===== src/rtl/vmcoffee_pkg.sv =====
// rtl/vmcoffee_pkg.sv - shared states, default capacities and helpers for the vmcoffee brew unit
package vmcoffee_pkg;

    localparam int DEF_GRIND_CYCLES  = 3;
    localparam int DEF_HEAT_CYCLES   = 4;
    localparam int DEF_POUR_CYCLES   = 5;
    localparam int DEF_WATER_PER_CUP = 2;
    localparam int DEF_WATER_MAX     = 30;
    localparam int DEF_BEAN_DOSES    = 8;

    localparam int WATER_W = 5;
    localparam int BEAN_W  = 4;
    localparam int PHASE_W = 4;

    typedef enum logic [2:0] {
        ST_IDLE   = 3'd0,
        ST_GRIND  = 3'd1,
        ST_HEAT   = 3'd2,
        ST_POUR   = 3'd3,
        ST_FINISH = 3'd4
    } brew_state_t;

    // Reservoir level after one cup; clamps at empty instead of wrapping.
    function automatic logic [WATER_W-1:0] water_after_cup(input logic [WATER_W-1:0] level,
                                                           input logic [WATER_W-1:0] dose);
        return (level >= dose) ? level - dose : '0;
    endfunction

endpackage


===== src/rtl/vmcoffee_brewer_if.sv =====
// rtl/vmcoffee_brewer_if.sv - request/refill inputs and status/drive outputs of the brew unit
interface vmcoffee_brewer_if;
    import vmcoffee_pkg::*;

    logic               COFFEE;
    logic               REFILL_W;
    logic               REFILL_B;
    logic [WATER_W-1:0] WATER;
    logic               BEANS;
    logic               BUSY;
    logic               GRINDER;
    logic               HEATER;
    logic               PUMP;
    logic               DONE;
    logic               DROPPED;

    modport master (
        output COFFEE, REFILL_W, REFILL_B,
        input  WATER, BEANS, BUSY, GRINDER, HEATER, PUMP, DONE, DROPPED
    );

    modport slave (
        input  COFFEE, REFILL_W, REFILL_B,
        output WATER, BEANS, BUSY, GRINDER, HEATER, PUMP, DONE, DROPPED
    );

endinterface


===== src/rtl/vmcoffee_phase_timer.sv =====
// rtl/vmcoffee_phase_timer.sv - loadable 4-bit down-counter timing each brew phase
module vmcoffee_phase_timer
    import vmcoffee_pkg::*;
(
    input  logic               clk,
    input  logic               rstn,
    input  logic               i_load,
    input  logic [PHASE_W-1:0] i_value,
    output logic               o_expired
);

    logic [PHASE_W-1:0] r_count;

    always_ff @(posedge clk or negedge rstn) begin
        if (!rstn) begin
            r_count <= '0;
        end else if (i_load) begin
            r_count <= i_value;
        end else if (r_count != '0) begin
            r_count <= r_count - 1'b1;
        end
    end

    assign o_expired = (r_count == '0);

endmodule


===== src/rtl/vmcoffee_brewer.sv =====
// rtl/vmcoffee_brewer.sv - grind/heat/pour sequencer owning the reservoir and hopper models
module vmcoffee_brewer
    import vmcoffee_pkg::*;
#(
    parameter int GRIND_CYCLES  = DEF_GRIND_CYCLES,
    parameter int HEAT_CYCLES   = DEF_HEAT_CYCLES,
    parameter int POUR_CYCLES   = DEF_POUR_CYCLES,
    parameter int WATER_PER_CUP = DEF_WATER_PER_CUP,
    parameter int WATER_MAX     = DEF_WATER_MAX,
    parameter int BEAN_DOSES    = DEF_BEAN_DOSES
) (
    input  logic                clk,
    input  logic                rstn,
    vmcoffee_brewer_if.slave    io_bus
);

    // Timer holds cycles-1 so a phase lasts exactly its parameter count.
    localparam logic [PHASE_W-1:0] GRIND_LOAD = PHASE_W'(GRIND_CYCLES - 1);
    localparam logic [PHASE_W-1:0] HEAT_LOAD  = PHASE_W'(HEAT_CYCLES - 1);
    localparam logic [PHASE_W-1:0] POUR_LOAD  = PHASE_W'(POUR_CYCLES - 1);
    localparam logic [WATER_W-1:0] CUP_DOSE   = WATER_W'(WATER_PER_CUP);
    localparam logic [WATER_W-1:0] FULL_WATER = WATER_W'(WATER_MAX);
    localparam logic [BEAN_W-1:0]  FULL_BEANS = BEAN_W'(BEAN_DOSES);

    brew_state_t        r_state;
    brew_state_t        w_next_state;
    logic               r_coffee_q;
    logic               r_dropped;
    logic [WATER_W-1:0] r_water;
    logic [BEAN_W-1:0]  r_beans;

    logic               w_req;
    logic               w_can_brew;
    logic               w_load;
    logic [PHASE_W-1:0] w_load_value;
    logic               w_expired;

    assign w_req      = io_bus.COFFEE & ~r_coffee_q;
    assign w_can_brew = (r_water >= CUP_DOSE) && (r_beans != '0);

    vmcoffee_phase_timer u_phase_timer (
        .clk       (clk),
        .rstn      (rstn),
        .i_load    (w_load),
        .i_value   (w_load_value),
        .o_expired (w_expired)
    );

    always_ff @(posedge clk or negedge rstn) begin
        if (!rstn) begin
            r_state <= ST_IDLE;
        end else begin
            r_state <= w_next_state;
        end
    end

    always_comb begin
        w_next_state = r_state;
        w_load       = 1'b0;
        w_load_value = '0;
        case (r_state)
            ST_IDLE: begin
                if (w_req && w_can_brew) begin
                    w_next_state = ST_GRIND;
                    w_load       = 1'b1;
                    w_load_value = GRIND_LOAD;
                end
            end
            ST_GRIND: begin
                if (w_expired) begin
                    w_next_state = ST_HEAT;
                    w_load       = 1'b1;
                    w_load_value = HEAT_LOAD;
                end
            end
            ST_HEAT: begin
                if (w_expired) begin
                    w_next_state = ST_POUR;
                    w_load       = 1'b1;
                    w_load_value = POUR_LOAD;
                end
            end
            ST_POUR: begin
                if (w_expired) begin
                    w_next_state = ST_FINISH;
                end
            end
            ST_FINISH: w_next_state = ST_IDLE;
            default:   w_next_state = ST_IDLE;
        endcase
    end

    // Eligibility reads the stored levels, so a same-cycle refill cannot rescue a request.
    always_ff @(posedge clk or negedge rstn) begin
        if (!rstn) begin
            r_coffee_q <= 1'b0;
            r_dropped  <= 1'b0;
        end else begin
            r_coffee_q <= io_bus.COFFEE;
            r_dropped  <= w_req & ((r_state != ST_IDLE) | ~w_can_brew);
        end
    end

    always_ff @(posedge clk or negedge rstn) begin
        if (!rstn) begin
            r_water <= FULL_WATER;
            r_beans <= FULL_BEANS;
        end else begin
            if (r_state == ST_IDLE) begin
                if (io_bus.REFILL_W) r_water <= FULL_WATER;
                if (io_bus.REFILL_B) r_beans <= FULL_BEANS;
            end
            if (r_state == ST_GRIND && w_expired) begin
                r_beans <= r_beans - 1'b1;
            end
            if (r_state == ST_POUR && w_expired) begin
                r_water <= water_after_cup(r_water, CUP_DOSE);
            end
        end
    end

    assign io_bus.WATER   = r_water;
    assign io_bus.BEANS   = (r_beans != '0);
    assign io_bus.BUSY    = (r_state != ST_IDLE);
    assign io_bus.GRINDER = (r_state == ST_GRIND);
    assign io_bus.HEATER  = (r_state == ST_HEAT);
    assign io_bus.PUMP    = (r_state == ST_POUR);
    assign io_bus.DONE    = (r_state == ST_FINISH);
    assign io_bus.DROPPED = r_dropped;

endmodule


===== src/flat_wrapper.sv =====
// flat-port wrapper written by rule: the top's interface ports become plain ports
module vmcoffee_brewer_flat import vmcoffee_pkg::*;
#(
    parameter int GRIND_CYCLES  = DEF_GRIND_CYCLES,
    parameter int HEAT_CYCLES   = DEF_HEAT_CYCLES,
    parameter int POUR_CYCLES   = DEF_POUR_CYCLES,
    parameter int WATER_PER_CUP = DEF_WATER_PER_CUP,
    parameter int WATER_MAX     = DEF_WATER_MAX,
    parameter int BEAN_DOSES    = DEF_BEAN_DOSES
)
  (clk, rstn, io_bus_COFFEE, io_bus_REFILL_W, io_bus_REFILL_B, io_bus_WATER, io_bus_BEANS, io_bus_BUSY, io_bus_GRINDER, io_bus_HEATER, io_bus_PUMP, io_bus_DONE, io_bus_DROPPED);
  vmcoffee_brewer_if io_bus_i ();
  input  logic clk;
  input  logic rstn;
  input wire logic [$bits(io_bus_i.COFFEE)-1:0] io_bus_COFFEE;
  input wire logic [$bits(io_bus_i.REFILL_W)-1:0] io_bus_REFILL_W;
  input wire logic [$bits(io_bus_i.REFILL_B)-1:0] io_bus_REFILL_B;
  output wire logic [$bits(io_bus_i.WATER)-1:0] io_bus_WATER;
  output wire logic [$bits(io_bus_i.BEANS)-1:0] io_bus_BEANS;
  output wire logic [$bits(io_bus_i.BUSY)-1:0] io_bus_BUSY;
  output wire logic [$bits(io_bus_i.GRINDER)-1:0] io_bus_GRINDER;
  output wire logic [$bits(io_bus_i.HEATER)-1:0] io_bus_HEATER;
  output wire logic [$bits(io_bus_i.PUMP)-1:0] io_bus_PUMP;
  output wire logic [$bits(io_bus_i.DONE)-1:0] io_bus_DONE;
  output wire logic [$bits(io_bus_i.DROPPED)-1:0] io_bus_DROPPED;
  assign io_bus_i.COFFEE = io_bus_COFFEE;
  assign io_bus_i.REFILL_W = io_bus_REFILL_W;
  assign io_bus_i.REFILL_B = io_bus_REFILL_B;
  assign io_bus_WATER = io_bus_i.WATER;
  assign io_bus_BEANS = io_bus_i.BEANS;
  assign io_bus_BUSY = io_bus_i.BUSY;
  assign io_bus_GRINDER = io_bus_i.GRINDER;
  assign io_bus_HEATER = io_bus_i.HEATER;
  assign io_bus_PUMP = io_bus_i.PUMP;
  assign io_bus_DONE = io_bus_i.DONE;
  assign io_bus_DROPPED = io_bus_i.DROPPED;
  vmcoffee_brewer #(.GRIND_CYCLES(GRIND_CYCLES), .HEAT_CYCLES(HEAT_CYCLES), .POUR_CYCLES(POUR_CYCLES), .WATER_PER_CUP(WATER_PER_CUP), .WATER_MAX(WATER_MAX), .BEAN_DOSES(BEAN_DOSES)) u_core (.clk(clk), .rstn(rstn), .io_bus(io_bus_i));
endmodule

===== config.mk =====
export PLATFORM = sky130hd
export DESIGN_NAME = vmcoffee_brewer_flat
export DESIGN_NICKNAME = d
export VERILOG_FILES = /design/src/rtl/vmcoffee_pkg.sv /design/src/rtl/vmcoffee_brewer_if.sv /design/src/rtl/vmcoffee_phase_timer.sv /design/src/rtl/vmcoffee_brewer.sv /design/src/flat_wrapper.sv
export SDC_FILE = /design/constraint.sdc
export NUM_CORES = 1
export LEC_CHECK = 0
export ABC_AREA = 1
export ABC_CLOCK_PERIOD_IN_PS = 1600
export BUFFER_PORTS_ARGS = -buffer_cell sky130_fd_sc_hd__buf_2
export CAP_MARGIN = 20
export CORE_UTILIZATION = 30
export CTS_CLUSTER_SIZE = 25
export DETAILED_ROUTE_END_ITERATION = 8
export GPL_TIMING_DRIVEN = 0
export PLACE_DENSITY = 0.57
export SYNTH_ARGS = -nofsm -noshare
export SYNTH_HDL_FRONTEND = slang
export SYNTH_SLANG_ARGS = --single-unit

===== constraint.sdc =====
create_clock -name clk -period 1.6 [get_ports clk]
set_clock_uncertainty 0.05 [all_clocks]
set_input_delay 0.08 -clock clk [delete_from_list [all_inputs] [get_ports clk]]
set_output_delay 0.08 -clock clk [all_outputs]
set_load 0.01 [all_outputs]

# Word-level counts from Yosys, hierarchy flattened
# Cells that the tools add are included.
totals:
  regBits: 18
classes:
  add_sub_neg: 3
  n_lt_le_gt_ge: 1
  n_eq_ne: 8
  mux: 21
  bitwise: 5
  n_reduce_logical: 18
op_table:
  columns: ["operator", "count"]
  rows:
  - ["$mux W4", 5]
  - ["$mux W5", 4]
  - ["$mux W3", 5]
  - ["$pmux W3 S4", 1]
  - ["$pmux W4 S3", 1]
  - ["$reduce_bool A2 Y1", 5]
  - ["$ne A2 B1 Y1 const B", 4]
  - ["$reduce_bool A4 Y1", 2]
  - ["$sub A4 B1 Y4 const B", 2]
  - ["$eq A3 B2 Y1 const B", 2]
  - ["$ge A5 B2 Y1 const B", 1]
  - ["$sub A5 B2 Y5 const B", 1]
  - ["$logic_and A1 B1 Y1", 4]
  - ["$logic_not A4 Y1", 1]
  - ["$mux W2", 2]
  - ["$reduce_and A2 Y1", 2]
  - ["$reduce_and A4 Y1", 1]
  - ["$eq A3 B1 Y1 const B", 1]
  - ["$eq A3 B3 Y1 const B", 1]
  - ["$logic_not A3 Y1", 1]
  - ["$reduce_bool A3 Y1", 1]
  - ["$and A1 B1 Y1", 2]
  - ["$mux W1", 2]
  - ["$not A1 Y1", 2]
  - ["3 further kinds", 3]

# Logic depth before layout (Yosys ltp)
depth:
  ltp_word: 6
  depth_mapped: 10

# By module
# From an unflattened synthesis, not the netlist that was laid out.
hier_totals:
  cells_unflattened: 134
  area_unflattened_um2: 1002.2
modules_own_cells:
  columns: ["module", "instances", "cells_per_inst", "area_each_um2", "seq_area_each_um2"]
  rows:
  - ["vmcoffee_brewer", 1, 100, 759.5, 331.6]
  - ["vmcoffee_phase_timer", 1, 34, 242.7, 100.1]

# Worst setup path before layout
# OpenSTA, ideal clock, no wires.
synth_timing:
  kind: "register to register"
  start: "register u_core.r_water[1], in the netlist u_core.io_bus.WATER[1]"
  end: "register u_core.r_state[1]"
  arrival_ns: 1.396
  required_ns: 1.427
  path_slack_ns: 0.031
  path_stages_with_launch: 11
  n_path_buf: 0
  cell_sequence: "dfstp_2 -> inv_1 -> ha_1 -> nand2_1 -> nor2_1 -> nand2_2 -> nand3_1 -> nand2_1 -> inv_1 -> o21ai_1 -> nand2_1"
synth_via:
  elab_chain_cells: 5
synth_rtl:
  columns: ["item", "line_no", "text"]
  rows:
  - ["start: declaration", "vmcoffee_brewer.sv:29", "logic [WATER_W-1:0] r_water;"]
  - ["start signal: assignment", "vmcoffee_brewer.sv:117", "r_water <= water_after_cup(r_water, CUP_DOSE);"]
  - ["$ge A5 B2 Y1", "vmcoffee_brewer.sv:39", "assign w_can_brew = (r_water >= CUP_DOSE) && (r_beans != '0);"]
  - ["$logic_and A1 B1 Y1", "vmcoffee_brewer.sv:39", null]
  - ["$logic_and A1 B1 Y1", "vmcoffee_brewer.sv:63", "if (w_req && w_can_brew) begin"]
  - ["$ne A2 B1 Y1 (no line)", null, null]
  - ["$reduce_and A4 Y1 (no line)", null, null]
  - ["end signal: assignment", "vmcoffee_brewer.sv:53", "r_state <= w_next_state;"]
  - ["end: declaration", "vmcoffee_brewer.sv:25", "brew_state_t r_state;"]
# Every way passes these cells.
# A chain may end at the register's enable or synchronous reset.

# Worst setup path after layout
layout_timing:
  start: "register u_core.r_water[2], in the netlist u_core.io_bus.WATER[2]"
  end: "register u_core.u_phase_timer.r_count[2]"
layout_via:
  elab_chain_cells: 6
layout_rtl:
  columns: ["item", "line_no", "text"]
  rows:
  - ["$ge A5 B2 Y1 *", "vmcoffee_brewer.sv:39", null]
  - ["$logic_and A1 B1 Y1 *", "vmcoffee_brewer.sv:39", null]
  - ["$logic_and A1 B1 Y1 *", "vmcoffee_brewer.sv:63", null]
  - ["$mux W1 *", "vmcoffee_brewer.sv:63", null]
  - ["$pmux W1 S2 *", "vmcoffee_brewer.sv:61", "case (r_state)"]
  - ["$mux W4 or $reduce_bool A2 Y1 (tied branches)", null, null]
  - ["end signal: assignment", "vmcoffee_phase_timer.sv:18", "r_count <= i_value;"]
  - ["end signal: assignment", "vmcoffee_phase_timer.sv:20", "r_count <= r_count - 1'b1;"]
  - ["end: declaration", "vmcoffee_phase_timer.sv:12", "logic [PHASE_W-1:0] r_count;"]
# Mark *: on every way between the ends. The rest lies on a longest branch, timed or not.

==> flow_summary.ini <==
[die]
die_h_um = 60.5
initial_utilization_pct = 32.6
core_area_um2 = 3150
die_area_um2 = 3660
pin_count = 17
die_w_um = 60.5
rows = 20

[finish]
antennaDiodeCount = 0
register_area_um2 = 432
area_growth_pct = 32.8
final-instance-count-excl-fill = 203
mostFrequentLayoutCells = 22 x nand2_1, 19 x inv_1, 14 x buf_2
final_common_cell = nand2_1
multi_input_area_um2 = 551
num-fill-cells = 352
final_nets = 169
drive_above_1_share_pct = 43.4

[sta]
maxSlewViolCount = 0
fin_hold_ws_ps = 60.1
finalSetupViolCount = 0
rsz0062_at_grt = yes
min_period_ps = 1590
period_share_pct = 99.6
max_freq_mhz = 627
finalHoldViolCount = 0

[global_routing]
grt_max_degree = 18
grt_overflow_total = 0
antenna_found_initial = 0
grt_pass1_wl_um = 3620
track_usage_pct = 13.5
grt_pass1_vias = 857

[synthesis]
synth.ff_latch_count = 17
syn_area_per_cell_um2 = 8.03
syn_nets = 137
synth_area_um2 = 1030
syn_inst = 128
seq_area_frac_synth_pct = 42.0
synth_cell_types = 30
yosysWarnings = 0

[route]
drc = 0
avgViaCountPerCell = 4.64
wl_per_cell_um = 11.1
dr.pass1.iters = 6
detail-route-antenna-nets = 0
routed_wl_um = 2250
drt_iter0_drc = 31
vias = 941

[worst_setup_path]
worst_ep_required_time_ps = 1750
arrival_ps = 1750
critPathKind = reg2reg
startpoint_type = flip-flop
crit_path_end_kind = flip-flop
cp_max_fo = 6

[power]
p_per_area_nw_per_um2 = 1440
switching_share_pct = 45.1
cellLeakagePower_nw = 0.719
power.switching_w = 0.000885
ir_worst_vdd_v = 0.000657
seqPwrFrac_pct = 32.7
clkPwrFrac_pct = 12.3
p_int_w = 0.00108
share_comb_of_total_power_pct = 55.1

[cts]
clk_latency_ps = 300
clkTransAtPathRegs_ps = 110
cts_tree = yes
cts_buffers = 3
h-tree-depth = 1
cts-root-buf = clkbuf_4
cts.sinks = 17
clockBufferDepth = 2

[placement]
gp_congestion = 0.778
io_buffers = 15
dp_cells = 187
hpwl_um = 1550

[run_status]
status = finished, final reports clean

[min_path]
hp-class = in2reg

[run]
maxCapViolations = 0
-- timing repair --
item	in CTS	in global routing
hold buffers	3	0
hold endpoints to repair	19	0
pin swaps	2	8
setup buffers	5	4
resized for setup	6	17
endpoints found under the setup margin	6	11
-- stage by stage --
| step | util, % | setup WS, ps | power, W | area (µm²) | setup TNS, ps |
|---|---|---|---|---|---|
| 6_report | 43.3 | 6.32 | 0.00196 | 1360 | 0 |
| 5_1_grt | 43.3 | -81.6 | 0.00216 | 1360 | -249 |
| 4_1_cts | 40.3 | 0.888 | 0.00190 | 1270 | 0 |
| 3_5_place_dp | 36.7 | -103 | 0.00159 | 1160 | -362 |
| 3_3_place_gp | 36.7 | -45.7 | 0.00156 | 1160 | -98.8 |
| 2_1_floorplan | - | 30.7 | 0.00138 | 1030 | 0 |
-- final timing paths --
check	startpoint	end	slack, ps	cells after the start
worst max-delay path	u_core.io_bus.WATER[2]	u_core.u_phase_timer.r_count[2]	6	10
max in group asynchronous	rstn	u_core.r_beans[3]	1010	2
worst min-delay path	io_bus_REFILL_B	u_core.r_beans[2]	60	4
min in group asynchronous	rstn	u_core.r_coffee_q	170	2
worst max register to register	u_core.io_bus.WATER[2]	u_core.u_phase_timer.r_count[2]	6	10
worst min register to register	u_core.io_bus.WATER[3]	u_core.io_bus.WATER[3]	510	2
-- cells in the mapped netlist (all sizes together) --
cell,count,area share (%)
nand2,30,12
inv,28,10
dfrtp,12,29
nor2,12,6.3
o21ai,10,6.3
nand3,6,3.4
dfstp,5,13
a21oi,4,1.9
ha,4,4.9
nand4,3,3.3
nor3,3,1.9
o22ai,2,1.2
xnor2,2,1.7
a31oi,1,0.61
buf,1,0.73
clkinv,1,0.49
conb,1,0.37
o211a,1,0.97
o31ai,1,0.73
xor2,1,0.85
-- worst max-delay path, stage by stage, from the launching register on --
cell,delay [ps]
dfstp_2,580
inv_2,50
ha_4,160
nand2_4,70
nor2_4,40
nand2_4,90
nand4_4,180
nand3_2,130
nand2_2,50
nand2_1,50
inv_1,30
-- flip-flops by register name, summed over array words and instances, names as in the netlist --
signal	flops
u_core.io_bus.WATER	4
u_core.r_beans	4
u_core.u_phase_timer.r_count	4
u_core.r_state	3
u_core.io_bus.DROPPED	1
u_core.r_coffee_q	1
-- power by group through the flow --
stage	combinational (W)	clock (W)	sequential, W
after floorplan	0.000746	0	0.000635
after global placement	0.000923	0	0.000640
after detailed placement	0.000951	0	0.000643
after CTS	0.00101	0.000249	0.000636
after global routing	0.00122	0.000277	0.000657
final	0.00108	0.000241	0.000641
-- cell families after synthesis --
| kind of cell | count (synthesis) | synth area share, % |
|---|---|---|
| xor gates and xnor gates | 3 | 2.56 |
| adders and majority gates | 4 | 4.87 |
| and+or+nand+nor | 54 | 26.9 |
| DFF | 17 | 42.0 |
| buffers and inverters | 30 | 11.4 |
| other | 1 | 0.365 |
| AOI/OAI and AO/OA | 19 | 11.8 |
-- routing by layer --
layer	GRT usage, %	up-vias	part of all wire [%]
met3	4.26	4	4.9
met1	15.3	446	41
met2	24.2	28	53
li1	-	463	-
met5	0	-	0
met4	3.90	0	1.1
-- final cells by class --
cell class              instances  share of cell area [%]
inverters                      29                    8.26
clock buffers                   3                    1.65
plain buffers                   1                   0.550
flip-flops and latches         17                    31.7
clock inverters                 1                   0.367
multi-input cells              81                    40.4
repair buffers                 27                    13.1
well taps                      44                    4.04
Note: power is estimated with default switching activity, not from simulation.
